--- src/rtl/redux_pkg.sv ---
// redux_pkg: shared definitions for the Redux-V multicycle core.
//   - opcode values (ir[7:4])
//   - FSM state encoding
//   - ALU select codes used between redux_mc and redux_alu
package redux_pkg;

  localparam logic [3:0] OP_BRZR = 4'h0;
  localparam logic [3:0] OP_BRZI = 4'h1;
  localparam logic [3:0] OP_JR   = 4'h2;
  localparam logic [3:0] OP_JI   = 4'h3;
  localparam logic [3:0] OP_LD   = 4'h4;
  localparam logic [3:0] OP_ST   = 4'h5;
  localparam logic [3:0] OP_ADDI = 4'h6;
  localparam logic [3:0] OP_ORI  = 4'h7;
  localparam logic [3:0] OP_ADD  = 4'h8;
  localparam logic [3:0] OP_SUB  = 4'h9;
  localparam logic [3:0] OP_AND  = 4'hA;
  localparam logic [3:0] OP_OR   = 4'hB;
  localparam logic [3:0] OP_XOR  = 4'hC;
  localparam logic [3:0] OP_NOT  = 4'hD;
  localparam logic [3:0] OP_SHL  = 4'hE;
  localparam logic [3:0] OP_HALT = 4'hF;

  typedef enum logic [1:0] {
    ST_FETCH = 2'd0,
    ST_EXEC  = 2'd1,
    ST_MEM   = 2'd2,
    ST_HALT  = 2'd3
  } state_e;

  typedef enum logic [2:0] {
    ALU_ADD = 3'd0,
    ALU_SUB = 3'd1,
    ALU_AND = 3'd2,
    ALU_OR  = 3'd3,
    ALU_XOR = 3'd4,
    ALU_NOT = 3'd5,
    ALU_SHL = 3'd6
  } alu_sel_e;

endpackage

--- src/rtl/redux_alu.sv ---
// redux_alu: combinational ALU for the Redux-V core.
//   a, b : operands (DATA_W)
//   sel  : operation select (alu_sel_e)
//   s    : result, wraps modulo 2^DATA_W, no flags
module redux_alu
  import redux_pkg::*;
#(
  parameter int DATA_W = 8
) (
  input  logic [DATA_W-1:0] a,
  input  logic [DATA_W-1:0] b,
  input  alu_sel_e          sel,
  output logic [DATA_W-1:0] s
);

  localparam int SH_W = $clog2(DATA_W);

  always_comb begin
    s = '0;
    case (sel)
      ALU_ADD: s = a + b;
      ALU_SUB: s = a - b;
      ALU_AND: s = a & b;
      ALU_OR:  s = a | b;
      ALU_XOR: s = a ^ b;
      ALU_NOT: s = ~b;
      // only the low log2(DATA_W) bits of the shift amount count
      ALU_SHL: s = a << b[SH_W-1:0];
      default: s = '0;
    endcase
  end

endmodule

--- src/rtl/redux_mc.sv ---
// redux_mc: multicycle Redux-V core, FETCH -> EXEC -> (MEM) -> FETCH, plus HALT.
//   clk, rst                    : clock, async active-high reset
//   imem_req/addr/ack/rdata     : instruction fetch port (8-bit words)
//   dmem_req/we/addr/wdata/ack/rdata : data port, DATA_W wide
//   halted                      : core sits in HALT
//   retire                      : one-cycle pulse in the final cycle of each instruction
module redux_mc
  import redux_pkg::*;
#(
  parameter int                DATA_W   = 8,
  parameter logic [DATA_W-1:0] RESET_PC = '0
) (
  input  logic              clk,
  input  logic              rst,
  output logic              imem_req,
  output logic [DATA_W-1:0] imem_addr,
  input  logic              imem_ack,
  input  logic [7:0]        imem_rdata,
  output logic              dmem_req,
  output logic              dmem_we,
  output logic [DATA_W-1:0] dmem_addr,
  output logic [DATA_W-1:0] dmem_wdata,
  input  logic              dmem_ack,
  input  logic [DATA_W-1:0] dmem_rdata,
  output logic              halted,
  output logic              retire
);

  state_e                  state_q, state_d;
  logic [DATA_W-1:0]       pc_q, pc_d;
  logic [7:0]              ir_q, ir_d;
  logic [3:0][DATA_W-1:0]  rf_q;

  logic                    rf_we;
  logic [1:0]              rf_idx;
  logic [DATA_W-1:0]       rf_wdata;

  logic [3:0]              op;
  logic [1:0]              ra, rb;
  logic [3:0]              imm;
  logic [DATA_W-1:0]       ra_val, rb_val, r0_val;
  logic [DATA_W-1:0]       imm_sx, imm_zx, pc_inc, pc_rel;

  logic [DATA_W-1:0]       alu_a, alu_b, alu_s;
  alu_sel_e                alu_sel;

  assign op     = ir_q[7:4];
  assign ra     = ir_q[3:2];
  assign rb     = ir_q[1:0];
  assign imm    = ir_q[3:0];
  assign ra_val = rf_q[ra];
  assign rb_val = rf_q[rb];
  assign r0_val = rf_q[0];
  assign imm_sx = {{(DATA_W-4){imm[3]}}, imm};
  assign imm_zx = DATA_W'(imm);
  assign pc_inc = pc_q + DATA_W'(1);
  assign pc_rel = pc_q + imm_sx;

  // addi/ori are hardwired to R0 with an immediate; all other ALU ops are R[ra] op R[rb]
  always_comb begin
    alu_a   = ra_val;
    alu_b   = rb_val;
    alu_sel = ALU_ADD;
    case (op)
      OP_ADDI: begin alu_a = r0_val; alu_b = imm_sx; end
      OP_ORI:  begin alu_a = r0_val; alu_b = imm_zx; alu_sel = ALU_OR; end
      OP_SUB:  alu_sel = ALU_SUB;
      OP_AND:  alu_sel = ALU_AND;
      OP_OR:   alu_sel = ALU_OR;
      OP_XOR:  alu_sel = ALU_XOR;
      OP_NOT:  alu_sel = ALU_NOT;
      OP_SHL:  alu_sel = ALU_SHL;
      default: alu_sel = ALU_ADD;
    endcase
  end

  redux_alu #(.DATA_W(DATA_W)) u_alu (
    .a   (alu_a),
    .b   (alu_b),
    .sel (alu_sel),
    .s   (alu_s)
  );

  always_ff @(posedge clk or posedge rst) begin
    if (rst) begin
      state_q <= ST_FETCH;
      pc_q    <= RESET_PC;
      ir_q    <= '0;
      rf_q    <= '0;
    end else begin
      state_q <= state_d;
      pc_q    <= pc_d;
      ir_q    <= ir_d;
      if (rf_we) rf_q[rf_idx] <= rf_wdata;
    end
  end

  always_comb begin
    state_d    = state_q;
    pc_d       = pc_q;
    ir_d       = ir_q;
    rf_we      = 1'b0;
    rf_idx     = ra;
    rf_wdata   = alu_s;
    imem_req   = 1'b0;
    imem_addr  = pc_q;
    dmem_req   = 1'b0;
    dmem_we    = 1'b0;
    dmem_addr  = '0;
    dmem_wdata = '0;
    halted     = 1'b0;
    retire     = 1'b0;
    case (state_q)
      ST_FETCH: begin
        imem_req = 1'b1;
        if (imem_ack) begin
          ir_d    = imem_rdata;
          state_d = ST_EXEC;
        end
      end
      ST_EXEC: begin
        // common case: retire now and fall through to pc+1
        state_d = ST_FETCH;
        retire  = 1'b1;
        pc_d    = pc_inc;
        case (op)
          OP_BRZR: if (ra_val == '0) pc_d = rb_val;
          OP_BRZI: if (r0_val == '0) pc_d = pc_rel;
          OP_JR:   pc_d = rb_val;
          OP_JI:   pc_d = pc_rel;
          OP_LD, OP_ST: begin
            state_d = ST_MEM;
            retire  = 1'b0;
            pc_d    = pc_q;
          end
          OP_HALT: begin
            state_d = ST_HALT;
            retire  = 1'b0;
            pc_d    = pc_q;
          end
          default: begin
            rf_we = 1'b1;
            if (op == OP_ADDI || op == OP_ORI) rf_idx = 2'd0;
          end
        endcase
      end
      ST_MEM: begin
        // registers are frozen while waiting, so addr/wdata stay stable
        dmem_req   = 1'b1;
        dmem_we    = (op == OP_ST);
        dmem_addr  = rb_val;
        dmem_wdata = ra_val;
        if (dmem_ack) begin
          if (op == OP_LD) begin
            rf_we    = 1'b1;
            rf_wdata = dmem_rdata;
          end
          pc_d    = pc_inc;
          retire  = 1'b1;
          state_d = ST_FETCH;
        end
      end
      ST_HALT: halted = 1'b1;
      default: state_d = ST_FETCH;
    endcase
    // state already reads FETCH during reset; keep every output quiet until release
    if (rst) begin
      imem_req   = 1'b0;
      imem_addr  = '0;
      dmem_req   = 1'b0;
      dmem_we    = 1'b0;
      dmem_addr  = '0;
      dmem_wdata = '0;
      halted     = 1'b0;
      retire     = 1'b0;
    end
  end

endmodule

--- config.mk ---
export PLATFORM = sky130hd
export DESIGN_NAME = redux_mc
export DESIGN_NICKNAME = d
export VERILOG_FILES = /design/src/rtl/redux_pkg.sv /design/src/rtl/redux_alu.sv /design/src/rtl/redux_mc.sv
export SDC_FILE = /design/constraint.sdc
export NUM_CORES = 1
export LEC_CHECK = 0
export CORE_MARGIN = 2
export CORE_UTILIZATION = 53
export DETAILED_ROUTE_END_ITERATION = 10
export HOLD_SLACK_MARGIN = 0.03
export PLACE_DENSITY = 0.81
export SLEW_MARGIN = 40
export SYNTH_ARGS = -nofsm -noshare
export SYNTH_HDL_FRONTEND = slang
export SYNTH_SLANG_ARGS = --single-unit
export TNS_END_PERCENT = 20
--- constraint.sdc ---
create_clock -name clk -period 3.94 [get_ports clk]
set_clock_uncertainty 0.15 [all_clocks]
set_input_delay 0.591 -clock clk [delete_from_list [all_inputs] [get_ports clk]]
set_output_delay 0.591 -clock clk [all_outputs]
set_load 0.03 [all_outputs]
== After elaboration in Yosys (flattened, before gate mapping) ==
Cells that the tools add are included.
Word-level totals
  memories: 0
  bits in writable memories: 0
  bits in registers: 50
  input bits: 20
  ROM bits: 0
  output and inout port bits: 29
  bits in latches: 0
Operators by class
  bitwise gates (word level): 4
  multiply operators: 0
  div/mod/pow operators: 0
  shift operators: 1
  add/subtract/negate cells: 4
  $lt $le $gt $ge: 4
  reduce and logical (&&, ||, !) cells: 17
  multiplexer cells: 47
  equality and inequality tests: 26
Operators with widths (number)
  $mux 8: 15
  $pmux 8 s7: 1
  $pmux 8 s5: 1
  $bmux 8 s2: 2
  $bwmux 32: 1
  $pmux 8 s2: 2
  $eq 4x4->1 const B: 7
  $pmux 3 s6: 1
  $add 8x8->8: 2
  $demux 8 s2: 1
  $eq 4x3->1 const B: 4
  $logic_not 8->1: 2
  $mux 1: 14
  $mux 2: 5
  $eq 3x3->1 const B: 3
  $lt 2x3->1 const B: 3
  $add 8x1->8 const B: 1
  $and 8x8->8: 1
  $eq 4x2->1 const B: 2
  $not 8->8: 1
  $or 8x8->8: 1
  $shl 8x3->8: 1
  $sub 8x8->8: 1
  $xor 8x8->8: 1
  22 further kinds: 30

== Longest topological paths before layout ==
  word-level depth: 10
  gate-level depth with buffers: 17
  gate-level depth less buffers: 15

== Cells and area by module ==
From an unflattened synthesis, not the netlist that was laid out.
Unflattened totals
  cells, all modules: 530
  area, all modules: 4897.2 µm²
Modules (own cells, without submodules)
  redux_mc: times used 1, area an instance 3619.7 µm², cells each 375
  redux_alu: times used 1, area an instance 1277.5 µm², cells each 155

== Least setup slack after synthesis ==
Ideal clock, no wire load.
  path type: register to register
  from: register ir_q[7]
  to: register rf_q (netlist bit r0_val[5])
  library setup time: 125 ps
  data arrival time: 3498 ps
  required time: 3665 ps
  cell stages (with the launch flop): 17
  slack: 167 ps
  cell sequence: dfrtp_1 -> clkbuf_2 -> nand3b_1 -> buf_4 -> a21boi_0 -> nor2_4 -> ha_1 -> o21ai_0 -> ha_1 -> nor2b_1 -> o21ai_0 -> a21boi_0 -> o21a_1 -> or3_1 -> nand3_1 -> a31oi_1 -> mux2_2
Between the ends
  cells in the longest elaborated chain, start to end: 10
  elaborated cells between the ends (all ways): 53
  those cells by class: add/sub: 2; order compare: 2; eq/ne: 20; shift: 1; mux: 17; bitwise: 4; reduce/logical: 7
RTL lines
  start: declaration: RTL line redux_mc.sv:31  | logic [7:0] ir_q, ir_d;
  start signal: assignment: RTL line redux_mc.sv:93  | ir_q <= ir_d;
  branches (longest 10 deep; another with $sub 8x8->8)
  end signal: indexed assignment: RTL line redux_mc.sv:94  | if (rf_we) rf_q[rf_idx] <= rf_wdata;
  end: declaration: RTL line redux_mc.sv:32  | logic [3:0][DATA_W-1:0] rf_q;
Parallel ways; which one is timed is not known.
A chain may end at the register's enable or synchronous reset.

== Final worst setup path ==
  from: register ir_q[0]
  to: register rf_q (netlist bit r0_val[6])
Between the ends
  cells in the longest elaborated chain, start to end: 9
  elaborated cells between the ends (all ways): 15
  those cells by class: add/sub: 2; shift: 1; mux: 8; bitwise: 4
RTL lines
  $bmux 8 s2: RTL line redux_mc.sv:52  | assign rb_val = rf_q[rb];
  $mux 8 (not written as such): RTL line redux_mc.sv:52
  $pmux 8 s2 (*): RTL line redux_mc.sv:64  | case (op)
  $sub 8x8->8, or another cell as far along: RTL line redux_alu.sv:22  | ALU_SUB: s = a - b;
  $pmux 8 s7 (*): RTL line redux_alu.sv:20  | case (sel)
  $mux 8: RTL line redux_mc.sv:154  | if (op == OP_LD) begin
  $mux 8: RTL line redux_mc.sv:153  | if (dmem_ack) begin
  $mux 8 (*): RTL line redux_mc.sv:113  | case (state_q)
  $bwmux 32 (*): RTL line redux_mc.sv:94
Mark *: on every way between the ends. The rest lies on a longest branch, timed or not. The select of a mux whose other input is x is not followed.

==> metrics.txt <==
outcome finished, final reports clean; count of H-tree levels built during CTS 2; async set-or-reset flop fraction in the synthesized netlist 1.00; total setup violations reported at the end of the flow 0; Clock Tree Root sky130_fd_sc_hd__clkbuf_8; IO Count 49; global-route wire length before repair 22900 um; synthesized cell area 0.00481 sq mm; TritonCTS clock tree done; x dimension of the die 99.3 um; Synth Area in Simple Gates 0.149; maximum single-stage delay on the critical path 0.57 ns; post-synthesis share of cell area spent on xor and xnor gates 0.0328; via count of the first global-routing pass 4318; drt total wl 14300 um; pre-CTS WS -0.144 ns; routed len/inst 21.4 um; total global-route track usage 0.296; fraction of synthesized area in multiplexers 0.231; most frequently used flop master after synthesis sky130_fd_sc_hd__dfrtp_1; cell taking the most area after synthesis sky130_fd_sc_hd__dfrtp_1; violation count after the first detailed-routing iteration 416; Reg-to-Reg End r0_val[6]; number of antenna cells inserted 0; register area share after synthesis 0.260; Congestion Overflow GR 0; unrepaired setup endpoints after global routing true; endpoint required time on the critical path 3.99 ns; Min-Delay Path Class flip-flop to flip-flop; Critical-path top delay cell sky130_fd_sc_hd__mux4_2; utilization after layout 0.657; Filler cells 687; insertion delay to the later sink of the worst-skew pair 0.32 ns; number of storage elements in the synthesis netlist 50; detail-routed via count per cell 6.60; standard-cell rows 34; slew at the pin closest to its max-slew limit 0.654 ns; Max-cap violations 0; syn_nets 553; PnR worst setup slack 0.108 ns; Worst Hold Depth 1; number of distinct library cells after synthesis 74; vertical extent of the die 99.3 um; Reg clk slew, reported paths 0.10 ns; Sink Count 50; count of warnings emitted by yosys 0; worst-path cell chain mux4_2 -> mux2i_4 -> buf_6 -> inv_2 -> nor3_4 -> a21oi_1 -> xnor2_1 -> ha_1 -> a21oi_2 -> o21bai_1 -> a21oi_1 -> xnor2_1 -> a221oi_2 -> nor2_1 -> mux2_2; final slew viol count 0; DRC violation count after routing 0; beginning of the worst register-to-register path ir_q[0]; first-pass iteration count of the detailed router 5; remaining max-slew budget at the tightest pin 0.560; number of nets in the finished design 618; Area Overhead vs Synth 19.6%; combinational family with the most area after synthesis multiplexers; number of buffers created by CTS 5; number of enable-type register cells in the synthesized netlist 0; dominant cells by area after synthesis sky130_fd_sc_hd__dfrtp_1 26%, sky130_fd_sc_hd__mux2_2 9.1%, sky130_fd_sc_hd__ha_1 9.1%; Routability Congestion 0.977; Syn Inst Count 496; top-area cell type share of the netlist area 0.260; area fraction in compound gates after synthesis 0.174; placed wire-length estimate 11100 um; maximum fanout along the worst path 9; total number of vias 4422; Longest Clk Path Bufs 2; largest net degree at the start of global routing 51; worst setup path startpoint ir_q[0]; worst reg2reg path depth 15; setup slack of the most critical reg-to-reg path 0.11 ns; hold endpoint rf_q[26]; CP Data Arrival Time 3.89 ns; CP startpoint kind flip-flop; PortBufs 48; Max Freq 261 MHz; number of antenna violations at the first check in global routing 0; DIE AREA 0.00986 sq mm; starting utilization of the core area 0.549; layout cells sized above 1 0.221; kind of critical path flip-flop to flip-flop; residual antenna-violating net count after detailed routing 0; final period demand of the worst path 3.83 ns; average size of a mapped cell 9.70 sq um; Core Area 0.00876 sq mm; launch point of the worst hold path rf_q[26]; final clock period utilization by the worst path 0.973; crit end category flip-flop; adder-cell share of the synthesized area 0.0993; final hold violations 0
-- critical path, delay by kind of cell (launching register included) --
kind | cells | cell delay (ns)
AO/OA/AOI/OAI | 5 | 0.85
XOR/XNOR | 2 | 0.27
adder cells (fa/ha/maj) | 1 | 0.31
buffers and inverters | 2 | 0.25
flip-flops | 1 | 0.44
multiplexers | 3 | 1.05
AND/OR/NAND/NOR | 2 | 0.39
-- sequential cells by signal, summed over array words and instances, names as in the netlist --
name and count:
pc_q 8, state_q 2, ir_q 8, r0_val 8, rf_q 24
-- placed cells by master (no fill, tap or decap), drive strengths merged, types with 4 or more instances in the layout --
| cell type | count |
|---|---|
| dfrtp | 50 |
| a22oi | 11 |
| nand2b | 5 |
| o211ai | 8 |
| nor2b | 14 |
| nor3 | 7 |
| mux2 | 40 |
| nor2 | 23 |
| a21oi | 30 |
| and2 | 16 |
| a32oi | 4 |
| o21ai | 22 |
| clkdlybuf4s50 | 47 |
| nand3 | 12 |
| mux4 | 15 |
| a21o | 4 |
| xnor2 | 15 |
| ha | 35 |
| mux2i | 28 |
| a22o | 4 |
| nand2 | 19 |
| clkbuf | 6 |
| inv | 31 |
| buf | 40 |
| and3 | 9 |
-- worst max-delay path by stage --
stage               depth (start not counted)         to
global route                               14   rf_q[23]
global placement                           15   rf_q[14]
detailed placement                         15   rf_q[22]
floorplan                                  16  r0_val[5]
finish                                     15  r0_val[6]
CTS                                        15  r0_val[6]
-- layer usage --
metal | wire length (um) | vias up | global-route usage
met5 | 0 | - | 0
met4 | 542 | 0 | 0.118
met3 | 1250 | 43 | 0.0457
met2 | 6790 | 256 | 0.470
met1 | 5740 | 2150 | 0.408
li1 | - | 1973 | -
-- cells in the mapped netlist (3+ instances only) --
library cell / n
sky130_fd_sc_hd__dfrtp_1: 50
sky130_fd_sc_hd__mux2_2: 39
sky130_fd_sc_hd__ha_1: 35
sky130_fd_sc_hd__a21oi_1: 30
sky130_fd_sc_hd__inv_1: 29
sky130_fd_sc_hd__mux2i_1: 24
sky130_fd_sc_hd__nor2_1: 22
sky130_fd_sc_hd__nand2_1: 19
sky130_fd_sc_hd__o21ai_0: 19
sky130_fd_sc_hd__and2_1: 16
sky130_fd_sc_hd__clkbuf_1: 15
sky130_fd_sc_hd__xnor2_1: 15
sky130_fd_sc_hd__nor2b_1: 14
sky130_fd_sc_hd__nand3_1: 12
sky130_fd_sc_hd__a22oi_1: 11
sky130_fd_sc_hd__mux4_2: 11
sky130_fd_sc_hd__and3_1: 9
sky130_fd_sc_hd__o211ai_1: 8
sky130_fd_sc_hd__nor3_1: 7
sky130_fd_sc_hd__buf_2: 6
sky130_fd_sc_hd__nand2b_1: 5
sky130_fd_sc_hd__a21o_1: 4
sky130_fd_sc_hd__a22o_1: 4
sky130_fd_sc_hd__mux4_1: 4
sky130_fd_sc_hd__a221oi_1: 3
sky130_fd_sc_hd__a32oi_1: 3
sky130_fd_sc_hd__buf_1: 3
sky130_fd_sc_hd__buf_6: 3
sky130_fd_sc_hd__mux2i_2: 3
sky130_fd_sc_hd__o21a_1: 3
sky130_fd_sc_hd__o21ai_1: 3
sky130_fd_sc_hd__o21bai_1: 3
sky130_fd_sc_hd__o22ai_1: 3
sky130_fd_sc_hd__or3_1: 3
sky130_fd_sc_hd__or4_1: 3
sky130_fd_sc_hd__xor2_1: 3
-- kinds of logic after synthesis --
logic type      count (synthesis)
buf+inv                        60
mux                            83
fa+ha+maj                      37
simple gates                  128
compound gates                120
flops                          50
xor+xnor                       18
-- layout make-up --
cell class	instances	area, sq um	area share
inverters	31	119	0.0207
clock buffers	6	72.6	0.0126
clock inverters	2	37.5	0.00652
multi-input cells	386	3360	0.584
flip-flops and latches	50	1250	0.218
repair buffers	87	774	0.135
well taps	108	135	0.0235
-- repair_timing --
item                                   4_1_cts  5_1_grt
hold buffers                                 0        0
resized for setup                            3       13
setup endpoints to repair                   10       12
endpoints found under the hold margin        0        0
buffers inserted                             0        1
pin swaps                                    0        3
-- per-stage QoR --
stage | cell area (sq um) | TNS [ns] | hold slack, ns | instances
finish | 5760 | 0 | 0.390 | 670
global route | 5760 | -0.219 | 0.408 | 670
CTS | 5700 | 0 | 0.389 | 669
detailed placement | 5580 | -0.541 | 0.368 | 661
global placement | 5570 | -0.127 | 0.353 | 661
floorplan | 4810 | 0 | 0.314 | 496
Power is left out: the tool's default activity adds up to more than one toggle a clock period on the data nets, which glitch-free logic cannot reach.
